--- src/rtl/toggle_decoder.sv ---
// Receive side of a toggle-encoded serial line: recovers t = q ^ q_prev, frames
// start/WIDTH data/stop, and hands words downstream over a valid/ready handshake.
module toggle_decoder #(
  parameter int WIDTH = 8,
  parameter int CNT_W = 16
) (
  input  logic             clk,
  input  logic             rst_n,
  input  logic             q_in,
  output logic             t_rec,
  output logic [WIDTH-1:0] data_out,
  output logic             data_valid,
  input  logic             data_ready,
  output logic             frame_err,
  output logic             overrun,
  input  logic             err_clr,
  output logic [CNT_W-1:0] toggle_cnt
);

  localparam int IDX_W = (WIDTH > 1) ? $clog2(WIDTH) : 1;
  localparam logic [IDX_W-1:0] LAST_IDX = IDX_W'(WIDTH - 1);

  typedef enum logic [1:0] {PRIME, IDLE, DATA, STOP} state_t;

  state_t             state_q, state_d;
  logic               q_prev_q, q_prev_d;
  logic               t_rec_q, t_rec_d;
  logic [WIDTH-1:0]   shift_q, shift_d;
  logic [IDX_W-1:0]   bit_idx_q, bit_idx_d;
  logic [WIDTH-1:0]   data_q, data_d;
  logic               valid_q, valid_d;
  logic               ferr_q, ferr_d;
  logic               ovr_q, ovr_d;
  logic [CNT_W-1:0]   cnt_q, cnt_d;

  logic t_now;
  logic deliver;
  logic ferr_set;
  logic ovr_set;

  always_comb begin
    state_d   = state_q;
    shift_d   = shift_q;
    bit_idx_d = bit_idx_q;
    data_d    = data_q;
    valid_d   = valid_q;
    ferr_d    = ferr_q;
    ovr_d     = ovr_q;
    cnt_d     = cnt_q;
    deliver   = 1'b0;
    ferr_set  = 1'b0;
    ovr_set   = 1'b0;

    t_now    = q_in ^ q_prev_q;
    q_prev_d = q_in;
    t_rec_d  = (state_q == PRIME) ? 1'b0 : t_now;

    if (state_q != PRIME && t_now) begin
      cnt_d = cnt_q + CNT_W'(1);
    end

    if (valid_q && data_ready) begin
      valid_d = 1'b0;
    end

    case (state_q)
      PRIME: state_d = IDLE;
      IDLE: begin
        if (t_now) begin
          bit_idx_d = '0;
          state_d   = DATA;
        end
      end
      DATA: begin
        shift_d[bit_idx_q] = t_now;
        if (bit_idx_q == LAST_IDX) begin
          state_d = STOP;
        end else begin
          bit_idx_d = bit_idx_q + 1'b1;
        end
      end
      STOP: begin
        // A toggle in the stop slot ends the frame; it is never reused as a start.
        state_d = IDLE;
        if (t_now) begin
          ferr_set = 1'b1;
        end else begin
          deliver = 1'b1;
        end
      end
      default: state_d = PRIME;
    endcase

    if (deliver) begin
      data_d  = shift_q;
      valid_d = 1'b1;
      ovr_set = valid_q && !data_ready;
    end

    if (err_clr) begin
      ferr_d = 1'b0;
      ovr_d  = 1'b0;
    end
    if (ferr_set) ferr_d = 1'b1;
    if (ovr_set)  ovr_d  = 1'b1;
  end

  always_ff @(posedge clk or negedge rst_n) begin
    if (!rst_n) begin
      state_q   <= PRIME;
      q_prev_q  <= 1'b0;
      t_rec_q   <= 1'b0;
      shift_q   <= '0;
      bit_idx_q <= '0;
      data_q    <= '0;
      valid_q   <= 1'b0;
      ferr_q    <= 1'b0;
      ovr_q     <= 1'b0;
      cnt_q     <= '0;
    end else begin
      state_q   <= state_d;
      q_prev_q  <= q_prev_d;
      t_rec_q   <= t_rec_d;
      shift_q   <= shift_d;
      bit_idx_q <= bit_idx_d;
      data_q    <= data_d;
      valid_q   <= valid_d;
      ferr_q    <= ferr_d;
      ovr_q     <= ovr_d;
      cnt_q     <= cnt_d;
    end
  end

  assign t_rec      = t_rec_q;
  assign data_out   = data_q;
  assign data_valid = valid_q;
  assign frame_err  = ferr_q;
  assign overrun    = ovr_q;
  assign toggle_cnt = cnt_q;

endmodule

--- config.mk ---
export PLATFORM = sky130hd
export DESIGN_NAME = toggle_decoder
export DESIGN_NICKNAME = d
export VERILOG_FILES = /design/src/rtl/toggle_decoder.sv
export SDC_FILE = /design/constraint.sdc
export NUM_CORES = 1
export LEC_CHECK = 0
export CORE_AREA = 5 5 57 64
export DETAILED_ROUTE_END_ITERATION = 8
export DIE_AREA = 0 0 62 69
export DONT_BUFFER_PORTS = 1
export GPL_TIMING_DRIVEN = 0
export PLACE_DENSITY_LB_ADDON = 0.1
export SLEW_MARGIN = 20
export SYNTH_ARGS = -nofsm -noshare
export SYNTH_HDL_FRONTEND = slang
export SYNTH_SLANG_ARGS = --single-unit
--- constraint.sdc ---
create_clock -name clk -period 3.5 [get_ports clk]
set_input_delay 0.525 -clock clk [delete_from_list [all_inputs] [get_ports clk]]
set_output_delay 0.525 -clock clk [all_outputs]
set_load 0.01 [all_outputs]
==> impl_metrics.py, run 1 <==
metrics = {
    "cells_and_area": {
        "layout-area-overhead-vs-synth_pct": 8.379,
        "layout_cells_sized_above_1_pct": 11.98,
        "finalInstanceArea_mm2": 0.001991,
        "leading_cell_types_in_the_layout_fill_and_taps_excluded": "dfrtp_1 (42), nand2_1 (13), mux2_2 (10)",
        "num_antenna_cells": 0,
        "multi_input_area_um2": 748.2,
        "finish.net_count": 178,
        "layout.filler_cells": 218,
        "fin_cells": 201,
        "seqCellArea_mm2": 0.001051,
        "mostFrequentLayoutCell": "dfrtp_1",
    },
    "grt": {
        "grtUsageTotal_pct": 17.04,
        "grt_antenna_before_repair": 0,
        "grt_max_degree": 43,
        "first_global_vias": 1239,
        "grt_overflow": 0,
        "grt_pass1_wl_um": 5540,
    },
    "synthesis": {
        "asyncSetResetFlopFracSynth_pct": 100.0,
        "synth_sequential_area_ratio_pct": 57.22,
        "ys_ff_latch": 42,
        "syn-num-nets": 169,
        "synthesis.area_mm2": 0.001837,
        "synth_enable_flop_cells": 0,
        "synth_ff_type": "dfrtp_1",
        "syn_avg_cell_area_um2": 11.70,
        "post_synth_num_cell_types": 26,
        "netlist_instances": 157,
        "yosysWarnings": 0,
    },
    "clocking": {
        "clkSlewWorstSetupHoldPaths_ns": 0.12,
        "ctsResizeCount": 0,
        "cts_root_buf": "clkbuf_4",
        "numCtsBuffers": 5,
        "clockBufferDepth": 2,
        "clock_insertion_delay_worst_skew_ns": 0.35,
        "clock_tree_from_tritoncts": "yes",
        "cts-htree-levels": 2,
        "clock_sinks": 42,
    },
    "placement": {
        "buffer_ports.inserted": 0,
        "post-place-cells": 191,
        "dp_hpwl_um": 2303,
        "place_worst_setup_slack_ns": 1.588,
        "postPlaceCellArea_mm2": 0.001879,
        "gp_routability_congestion": 0.8145,
    },
    "timing": {
        "report.final.setup_viol": 0,
        "report.final.hold_viol_count": 0,
        "final.min_clock_period_ns": 1.757,
        "holdWs_ns": 0.1923,
        "fin_skew_ns": 0.01060,
        "setup-tns-final_ns": 0,
        "rsz0062_at_grt": "no",
        "fmaxAchievable_mhz": 569.0,
        "report.final.slew_viol_count": 0,
        "period_share_pct": 50.21,
        "setup_slack_ns": 1.743,
        "timing.slew.headroom_pct": 65.59,
        "worst_pin_slew_ns": 0.5125,
    },
    "routing": {
        "drtPass1Iterations": 4,
        "via_count": 1148,
        "drtIter0Drc": 42,
        "post_drt_wl_per_cell_um": 15.89,
        "drc_errors": 0,
        "final_ant_viol_nets": 0,
        "post_drt_via_cell_ratio": 5.711,
        "routed_wirelength_um": 3193,
    },
    "die": {
        "core_area_mm2": 0.002943,
        "floorplan.initialDensity_pct": 62.41,
        "die_area_mm2": 0.004278,
        "floorplan.die.height_um": 69,
        "fp.dieW_um": 62,
        "floorplan.io_pins": 33,
        "placementRows": 21,
    },
    "setup_path": {
        "criticalPathCategory": "reg -> reg",
        "ff2ff_path_depth": 3,
        "reg2reg_slack_ns": 1.74,
        "startpoint": "q_prev_q$_DFF_PN0_",
        "worstSetupEndpointType": "flop",
        "ff_to_ff_end": "data_out[7]$_DFFE_PN0P_",
        "startpoint_type": "flop",
        "critPathMaxFanout": 10,
        "endpoint": "data_out[7]$_DFFE_PN0P_",
        "timing.critical_path.required_ns": 3.75,
        "r2r_start": "q_prev_q$_DFF_PN0_",
        "worstPathArrival_ns": 2.00,
    },
    "worst_hold_path": {
        "holdCritPathClass": "in -> reg",
    },
    "outcome": {
        "run_status": "finished, final reports clean",
    },
    "power_and_ir_drop": {
        "static-leakage-power_uw": 0.0008511,
        "worst_ir_drop_vdd_uv": 465.5,
        "p_per_area_mw_per_mm2": 704.8,
    },
    "flow_run": {
        "maxCapViolations": 0,
    },
}
worst max-delay path, cell delays in order (launching register included):
cell,delay [ns]
dfrtp_1,0.42
xnor2_1,0.45
nand2_1,0.41
mux2_2,0.38
routing by layer:
| layer | wire length (um) | vias to the layer above | global-route usage (%) |
|---|---|---|---|
| met1 | 1308 | 547 | 19.27 |
| met4 | 74 | 0 | 9.906 |
| met5 | 0 | - | 0 |
| li1 | - | 565 | - |
| met3 | 161 | 7 | 5.597 |
| met2 | 1649 | 29 | 26.84 |
power breakdown:
| group | internal [uW] | leakage [uW] | switching (uW) | total, uW |
|---|---|---|---|---|
| Clock | 152 | 0.0000456 | 161 | 312 |
| Sequential | 601 | 0.000478 | 142 | 742 |
| Combinational | 158 | 0.000328 | 190 | 348 |
per-stage QoR:
step	power [uW]	util, %
floorplan	1003	-
global placement	1066	63.86
detailed placement	1094	63.86
CTS	1420	67.64
global route	1508	67.64
finish	1403	67.64
Yosys cell counts, drive strengths merged (2+ instances only):
cell | n | share of area [%]
nor2 | 8 | 1.6
inv | 5 | 1.0
xor2 | 8 | 3.8
nand3 | 3 | 0.82
clkbuf | 3 | 0.61
nor3 | 5 | 1.4
nand2b | 2 | 0.68
buf | 2 | 0.41
nand4 | 7 | 2.4
mux2 | 10 | 6.1
dfrtp | 42 | 57
a21oi | 5 | 1.4
nand4b | 3 | 1.4
xnor2 | 9 | 4.3
o21ai | 9 | 2.5
nand2 | 13 | 2.7
nor3b | 3 | 1.2
a22o | 5 | 2.4
ha | 7 | 4.8
nor2b | 2 | 0.68
logic make-up (layout without fill, tap and decap cells):
logic type,count (synthesis),after routing,share of synthesized area (%)
muxes,10,10,6.131
AOI/OAI and AO/OA,22,22,7.357
DFF,42,42,57.22
xor gates and xnor gates,17,17,8.107
and+or+nand+nor,49,49,14.37
buffers and inverters,10,20,2.044
adders and majority gates,7,7,4.768
state kept, by name, indices dropped and copies added, names as in the netlist:
signal      cells
data_out        8
t_rec           1
data_valid      1
frame_err       1
state_q         2
bit_idx_q       3
toggle_cnt     16
shift_q         8
overrun         1
q_prev_q        1
layout make-up:
class | instances | area share, %
sequential | 42 | 52.80
multi-input combinational | 105 | 37.59
clock inverter | 3 | 2.200
tap | 34 | 2.137
clock buffer | 5 | 1.886
timing repair buffer | 2 | 1.508
buffer | 5 | 0.9428
inverter | 5 | 0.9428
worst min-delay path by stage:
| stage | from | slack [ns] | depth (start not counted) | end |
|---|---|---|---|---|
| 4_1_cts | q_in | 0.17 | 0 | q_prev_q$_DFF_PN0_ |
| 3_5_place_dp | rst_n | 0.23 | 0 | t_rec$_DFF_PN0_ |
| 6_report | q_in | 0.19 | 0 | q_prev_q$_DFF_PN0_ |
| 5_1_grt | q_in | 0.16 | 0 | q_prev_q$_DFF_PN0_ |
| 2_1_floorplan | rst_n | 0.23 | 0 | bit_idx_q[0]$_DFFE_PN0P_ |
| 3_3_place_gp | rst_n | 0.23 | 0 | toggle_cnt[3]$_DFFE_PN0P_ |
what timing repair did:
item,4_1_cts,5_1_grt
buffers inserted,0,0
hold endpoints to repair,42,0
setup endpoints to repair,0,0
hold buffers,2,0
Power figures use the tool's default switching activity.
==> run 2: changes to the inputs <==
Settings changed: CORE_AREA 5 5 57 64 to 5 5 59 66, DIE_AREA 0 0 62 69 to 0 0 64 71.
Clock period 3.5 ns to 1.68 ns, I/O delays scaled along.
==> run 2 against run 1 <==
Net effect:
- routed wire length is 3.0% higher
- power grew 100%
- highest routed layer unchanged
- clock-buffer cell count is 1 higher
- largest power group unchanged
- critical endpoint is now toggle_cnt[11]$_DFFE_PN0P_
- global-route usage is 0.96 points lower
- fmax increased by 11%
- register-to-register slack got worse by 1.7 ns
- first-iteration DRC count increased by 88%
- setup slack worse by 1.7 ns
- critical path depth up 2
- die area up 6.2%
==> impl_metrics.py, run 2 (synthesis gave the netlist of run 1 again) <==
metrics = {
    "clocking": {
        "cts-htree-levels": 2,
        "numCtsBuffers": 5,
        "cts_root_buf": "clkbuf_4",
        "clock_sinks": 42,
        "clkSlewWorstSetupHoldPaths_ns": 0.13,
        "clock_insertion_delay_worst_skew_ns": 0.35,
        "clockBufferDepth": 2,
        "clock_tree_from_tritoncts": "yes",
    },
    "routing": {
        "routed_wirelength_um": 3290,
        "route.layer.met1.wl_um": 1335,
        "dr_wl_met3_um": 171,
        "drtPass1Iterations": 4,
        "drtIter0Drc": 79,
        "post_drt_via_cell_ratio": 5.720,
        "post_drt_wl_per_cell_um": 15.89,
        "topRoutingLayerUsed": "met4",
        "final_ant_viol_nets": 0,
        "drc_errors": 0,
        "met2WireLength_um": 1736,
        "via_count": 1184,
    },
    "timing": {
        "timing.slew.headroom_pct": 69.47,
        "rsz0062_at_grt": "no",
        "worst_pin_slew_ns": 0.4563,
        "setup_slack_ns": 0.09148,
        "fin_skew_ns": 0.007614,
        "period_share_pct": 94.55,
        "report.final.slew_viol_count": 0,
        "report.final.hold_viol_count": 0,
        "setup-tns-final_ns": 0,
        "final.min_clock_period_ns": 1.589,
        "report.final.setup_viol": 0,
        "fmaxAchievable_mhz": 629.5,
    },
    "grt": {
        "grt_max_degree": 43,
        "first_global_vias": 1185,
        "grt_pass1_wl_um": 5768,
        "grtUsageTotal_pct": 16.08,
        "grt_overflow": 0,
        "grt_antenna_before_repair": 0,
    },
    "power_and_ir_drop": {
        "power.share.switching_pct": 36.19,
        "p_per_area_mw_per_mm2": 1389,
        "power.share.sequential_pct": 54.1,
        "cell_internal_power_dissipation_uw": 1812,
        "p_switching_uw": 1027,
        "p_clk_share_pct": 18.8,
        "pwr-share-comb_pct": 27.1,
        "worst_ir_drop_vdd_uv": 863.2,
        "static-leakage-power_uw": 0.0008670,
    },
    "cells_and_area": {
        "layout_cells_sized_above_1_pct": 17.54,
        "finish.net_count": 182,
        "num_antenna_cells": 0,
        "mostFrequentLayoutCell": "dfrtp_1",
        "layout-area-overhead-vs-synth_pct": 11.24,
        "largest_reg_flops": 16,
        "leading_cell_types_in_the_layout_fill_and_taps_excluded": "dfrtp_1 (42), nand2_1 (12), mux2_2 (10)",
    },
    "setup_path": {
        "criticalPathCategory": "reg -> reg",
        "worstPathArrival_ns": 1.87,
        "startpoint_type": "flop",
        "critPathMaxFanout": 4,
        "worst-path-buf-inv": 1,
        "cp_slowest_cell": "or3_1",
        "timing.critical_path.required_ns": 1.96,
        "worstSetupEndpointType": "flop",
        "worst_path_largest_cell_delay_ns": 0.43,
        "list_of_cells_traversed_by_the_critical_path": "inv_1 > ha_1 > or3_1 > nor3_1 > xor2_1",
        "crit_family": "simple AND/OR/NAND/NOR gates",
    },
    "die": {
        "fp.dieW_um": 64,
        "floorplan.die.height_um": 71,
        "floorplan.initialDensity_pct": 57.03,
        "floorplan.io_pins": 33,
        "placementRows": 22,
        "core_area_mm2": 0.003221,
        "die_area_mm2": 0.004544,
    },
    "flow_run": {
        "maxCapViolations": 0,
    },
    "placement": {
        "gp_routability_congestion": 0.7230,
        "dp_hpwl_um": 2259,
        "buffer_ports.inserted": 0,
        "place_worst_setup_slack_ns": -0.1027,
    },
    "outcome": {
        "run_status": "finished, final reports clean",
    },
    "worst_hold_path": {
        "holdCritPathClass": "in -> reg",
    },
}
run 2: cell types whose count changed in the layout (fill, tap and decap cells not counted), moves of 2 or more:
cell and change:
buf_4 +3, clkbuf_1 -2, dlygate4sd3_1 +2, nor3_1 -2, nor3_2 +2
run 2: timing repair:
action,4_1_cts,5_1_grt
setup endpoints to repair,15,6
resized for setup,3,5
pin swaps,0,2
hold buffers,4,0
buffers inserted,3,0
endpoints found under the hold margin,44,0
run 2: power groups by stage:
stage | combinational (uW) | sequential, uW | clock [uW]
after floorplan | 582 | 1510 | 0
after global placement | 672 | 1560 | 0
after detailed placement | 702 | 1570 | 0
after CTS | 771 | 1540 | 546
after global routing | 893 | 1580 | 594
final | 769 | 1540 | 535
run 2: final timing paths:
| kind | slack [ns] | startpoint | to | cells past startpoint |
|---|---|---|---|---|
| hold / removal | 0.01 | err_clr | frame_err$_DFFE_PN0P_ | 1 |
| max in group asynchronous | 1.12 | rst_n | shift_q[1]$_DFFE_PN0P_ | 2 |
| min in group asynchronous | 0.36 | rst_n | toggle_cnt[9]$_DFFE_PN0P_ | 2 |
| setup reg to reg | 0.09 | state_q[1]$_DFFE_PN0P_ | toggle_cnt[11]$_DFFE_PN0P_ | 5 |
| hold reg to reg | 0.49 | shift_q[5]$_DFFE_PN0P_ | shift_q[5]$_DFFE_PN0P_ | 2 |
| setup / recovery | 0.09 | state_q[1]$_DFFE_PN0P_ | toggle_cnt[11]$_DFFE_PN0P_ | 5 |
run 2: through the flow:
stage / power (uW) / area, um^2 / std cells / utilization (%) / hold WS (ns)
floorplan: 2090 / 1837 / 157 / - / -0.04359
global placement: 2230 / 1882 / 193 / 58.43 / -0.04264
detailed placement: 2274 / 1882 / 193 / 58.43 / -0.04261
CTS: 2859 / 2029 / 207 / 63.01 / 0.005805
global route: 3064 / 2043 / 207 / 63.44 / 0.002310
finish: 2839 / 2043 / 207 / 63.44 / 0.01266
run 2: final cells by class:
| cell class | count | area (um^2) |
|---|---|---|
| buffer | 4 | 16.27 |
| clock inverter | 2 | 12.51 |
| clock buffer | 6 | 51.30 |
| inverter | 5 | 18.77 |
| tap | 36 | 45.04 |
| sequential | 42 | 1051 |
| timing repair buffer | 7 | 72.57 |
| fill | 269 | 1177 |
| multi-input combinational | 105 | 775.7 |
run 2: per-layer routing:
layer | track usage (%) | up-vias
met5 | 0 | -
met4 | 4.850 | 0
met3 | 5.556 | 7
met2 | 27.04 | 23
met1 | 19.26 | 579
li1 | - | 575
==> run 3: changes to the inputs <==
Settings changed: CORE_AREA 5 5 59 66 to 5 5 57 64, DIE_AREA 0 0 64 71 to 0 0 62 69, SKIP_CTS_REPAIR_TIMING from default to 1.
Clock period 1.68 ns to 2.03 ns, I/O delays scaled along.
==> run 3 against run 2 <==
Net effect:
- routed wire length shrank 1.9%
- global-route usage is 0.71 points higher
- worst hold slack improved by 0.032 ns
- fmax fell by 9.0%
- sequential share of layout area is 0.90 points higher
- final area fell by 1.7%
- register-to-register slack better by 0.19 ns
- clock power about the same
- core utilization up 4.8 points
==> impl_metrics.py, run 3 (synthesis gave the netlist of run 1 again) <==
metrics = {
    "die": {
        "core_area_mm2": 0.002943,
        "placementRows": 21,
        "floorplan.initialDensity_pct": 62.41,
        "floorplan.io_pins": 33,
        "die_area_mm2": 0.004278,
        "floorplan.die.height_um": 69,
        "fp.dieW_um": 62,
    },
    "routing": {
        "drc_errors": 0,
        "post_drt_wl_per_cell_um": 15.97,
        "via_count": 1166,
        "drtIter0Drc": 31,
        "final_ant_viol_nets": 0,
        "drtPass1Iterations": 4,
        "post_drt_via_cell_ratio": 5.772,
        "routed_wirelength_um": 3226,
    },
    "cells_and_area": {
        "leading_cell_types_in_the_layout_fill_and_taps_excluded": "dfrtp_1 (42), nand2_1 (13), mux2_2 (10)",
        "finish.net_count": 179,
        "mostFrequentLayoutCell": "dfrtp_1",
        "fin_cells": 202,
        "layout_cells_sized_above_1_pct": 11.90,
        "layout-area-overhead-vs-synth_pct": 9.333,
        "num_antenna_cells": 0,
        "largest_reg_flops": 16,
        "finalInstanceArea_mm2": 0.002008,
    },
    "setup_path": {
        "critPathMaxFanout": 10,
        "startpoint": "q_prev_q$_DFF_PN0_",
        "criticalPathCategory": "reg -> reg",
        "worstSetupEndpointType": "flop",
        "r2r_start": "q_prev_q$_DFF_PN0_",
        "ff_to_ff_end": "data_out[3]$_DFFE_PN0P_",
        "reg2reg_slack_ns": 0.28,
        "worstPathArrival_ns": 2.00,
        "endpoint": "data_out[3]$_DFFE_PN0P_",
        "ff2ff_path_depth": 3,
        "startpoint_type": "flop",
        "timing.critical_path.required_ns": 2.28,
    },
    "grt": {
        "first_global_vias": 1209,
        "grt_max_degree": 43,
        "grt_pass1_wl_um": 5451,
        "grt_antenna_before_repair": 0,
        "grtUsageTotal_pct": 16.78,
        "grt_overflow": 0,
    },
    "clocking": {
        "clock_insertion_delay_worst_skew_ns": 0.35,
        "clkSlewWorstSetupHoldPaths_ns": 0.13,
        "clock_sinks": 42,
        "clock_tree_from_tritoncts": "yes",
        "cts_root_buf": "clkbuf_4",
        "clockBufferDepth": 2,
        "numCtsBuffers": 5,
        "cts-htree-levels": 2,
    },
    "worst_hold_path": {
        "timing.hold.worst.start": "err_clr",
        "holdCritPathClass": "in -> reg",
    },
    "power_and_ir_drop": {
        "power.total_uw": 2422,
        "p_per_area_mw_per_mm2": 1206,
        "worst_ir_drop_vdd_uv": 803.9,
        "static-leakage-power_uw": 0.0008585,
    },
    "flow_run": {
        "maxCapViolations": 0,
    },
    "timing": {
        "rsz0062_at_grt": "no",
        "period_share_pct": 85.97,
        "final.min_clock_period_ns": 1.745,
        "setup-tns-final_ns": 0,
        "fmaxAchievable_mhz": 573.0,
        "timing.slew.headroom_pct": 66.36,
        "report.final.setup_viol": 0,
        "worst_pin_slew_ns": 0.5010,
        "report.final.hold_viol_count": 0,
        "fin_skew_ns": 0.007216,
        "report.final.slew_viol_count": 0,
    },
    "placement": {
        "post-place-cells": 191,
        "buffer_ports.inserted": 0,
        "gp_routability_congestion": 0.8145,
        "dp_hpwl_um": 2303,
        "postPlaceCellArea_mm2": 0.001879,
    },
    "outcome": {
        "run_status": "finished, final reports clean",
    },
}
-- run 3: layout make-up --
type                    instances  area, um^2
plain buffers                   5       18.77
clock buffers                   5       37.54
clock inverters                 3       43.79
fillers                       216       934.6
inverters                       5       18.77
multi-input cells             105       748.2
flip-flops and latches         42        1051
well taps                      34       42.54
repair buffers                  3       47.55
-- run 3: worst max-delay path: stages, from the launching register on --
cell and delay (ns):
dfrtp_1 0.42, xnor2_1 0.44, nand2_1 0.41, mux2_2 0.38
-- run 3: metrics by stage --
| stage | hold slack (ns) | util [%] | setup WS, ns |
|---|---|---|---|
| floorplan | 0.008909 | - | 0.4938 |
| global placement | 0.009824 | 63.86 | 0.2699 |
| detailed placement | 0.009892 | 63.86 | 0.2284 |
| CTS | -0.3992 | 66.62 | 0.2230 |
| global route | 0.03128 | 68.24 | 0.1075 |
| finish | 0.04507 | 68.24 | 0.2847 |
-- run 3: how the worst min path moves through the flow --
| stage | slack, ns | to | cells past startpoint |
|---|---|---|---|
| after floorplan | 0.009 | bit_idx_q[0]$_DFFE_PN0P_ | 0 |
| after global placement | 0.01 | toggle_cnt[3]$_DFFE_PN0P_ | 0 |
| after detailed placement | 0.01 | t_rec$_DFF_PN0_ | 0 |
| after CTS | -0.40 | data_out[1]$_DFFE_PN0P_ | 0 |
| after global routing | 0.03 | overrun$_DFFE_PN0P_ | 1 |
| final | 0.05 | frame_err$_DFFE_PN0P_ | 1 |
-- run 3: report_power, final --
group	internal, uW	switching [uW]
registers	1040	245
logic	276	329
clock network	262	275
total	1570	849
-- run 3: routing by layer --
metal	global-route usage [%]	vias up	wire length, um	share of wire (%)
li1	-	569	-	-
met1	19.03	556	1298	40
met2	26.61	30	1659	51
met3	5.597	11	181	5.6
met4	9.198	0	87	2.7
met5	0	-	0	0
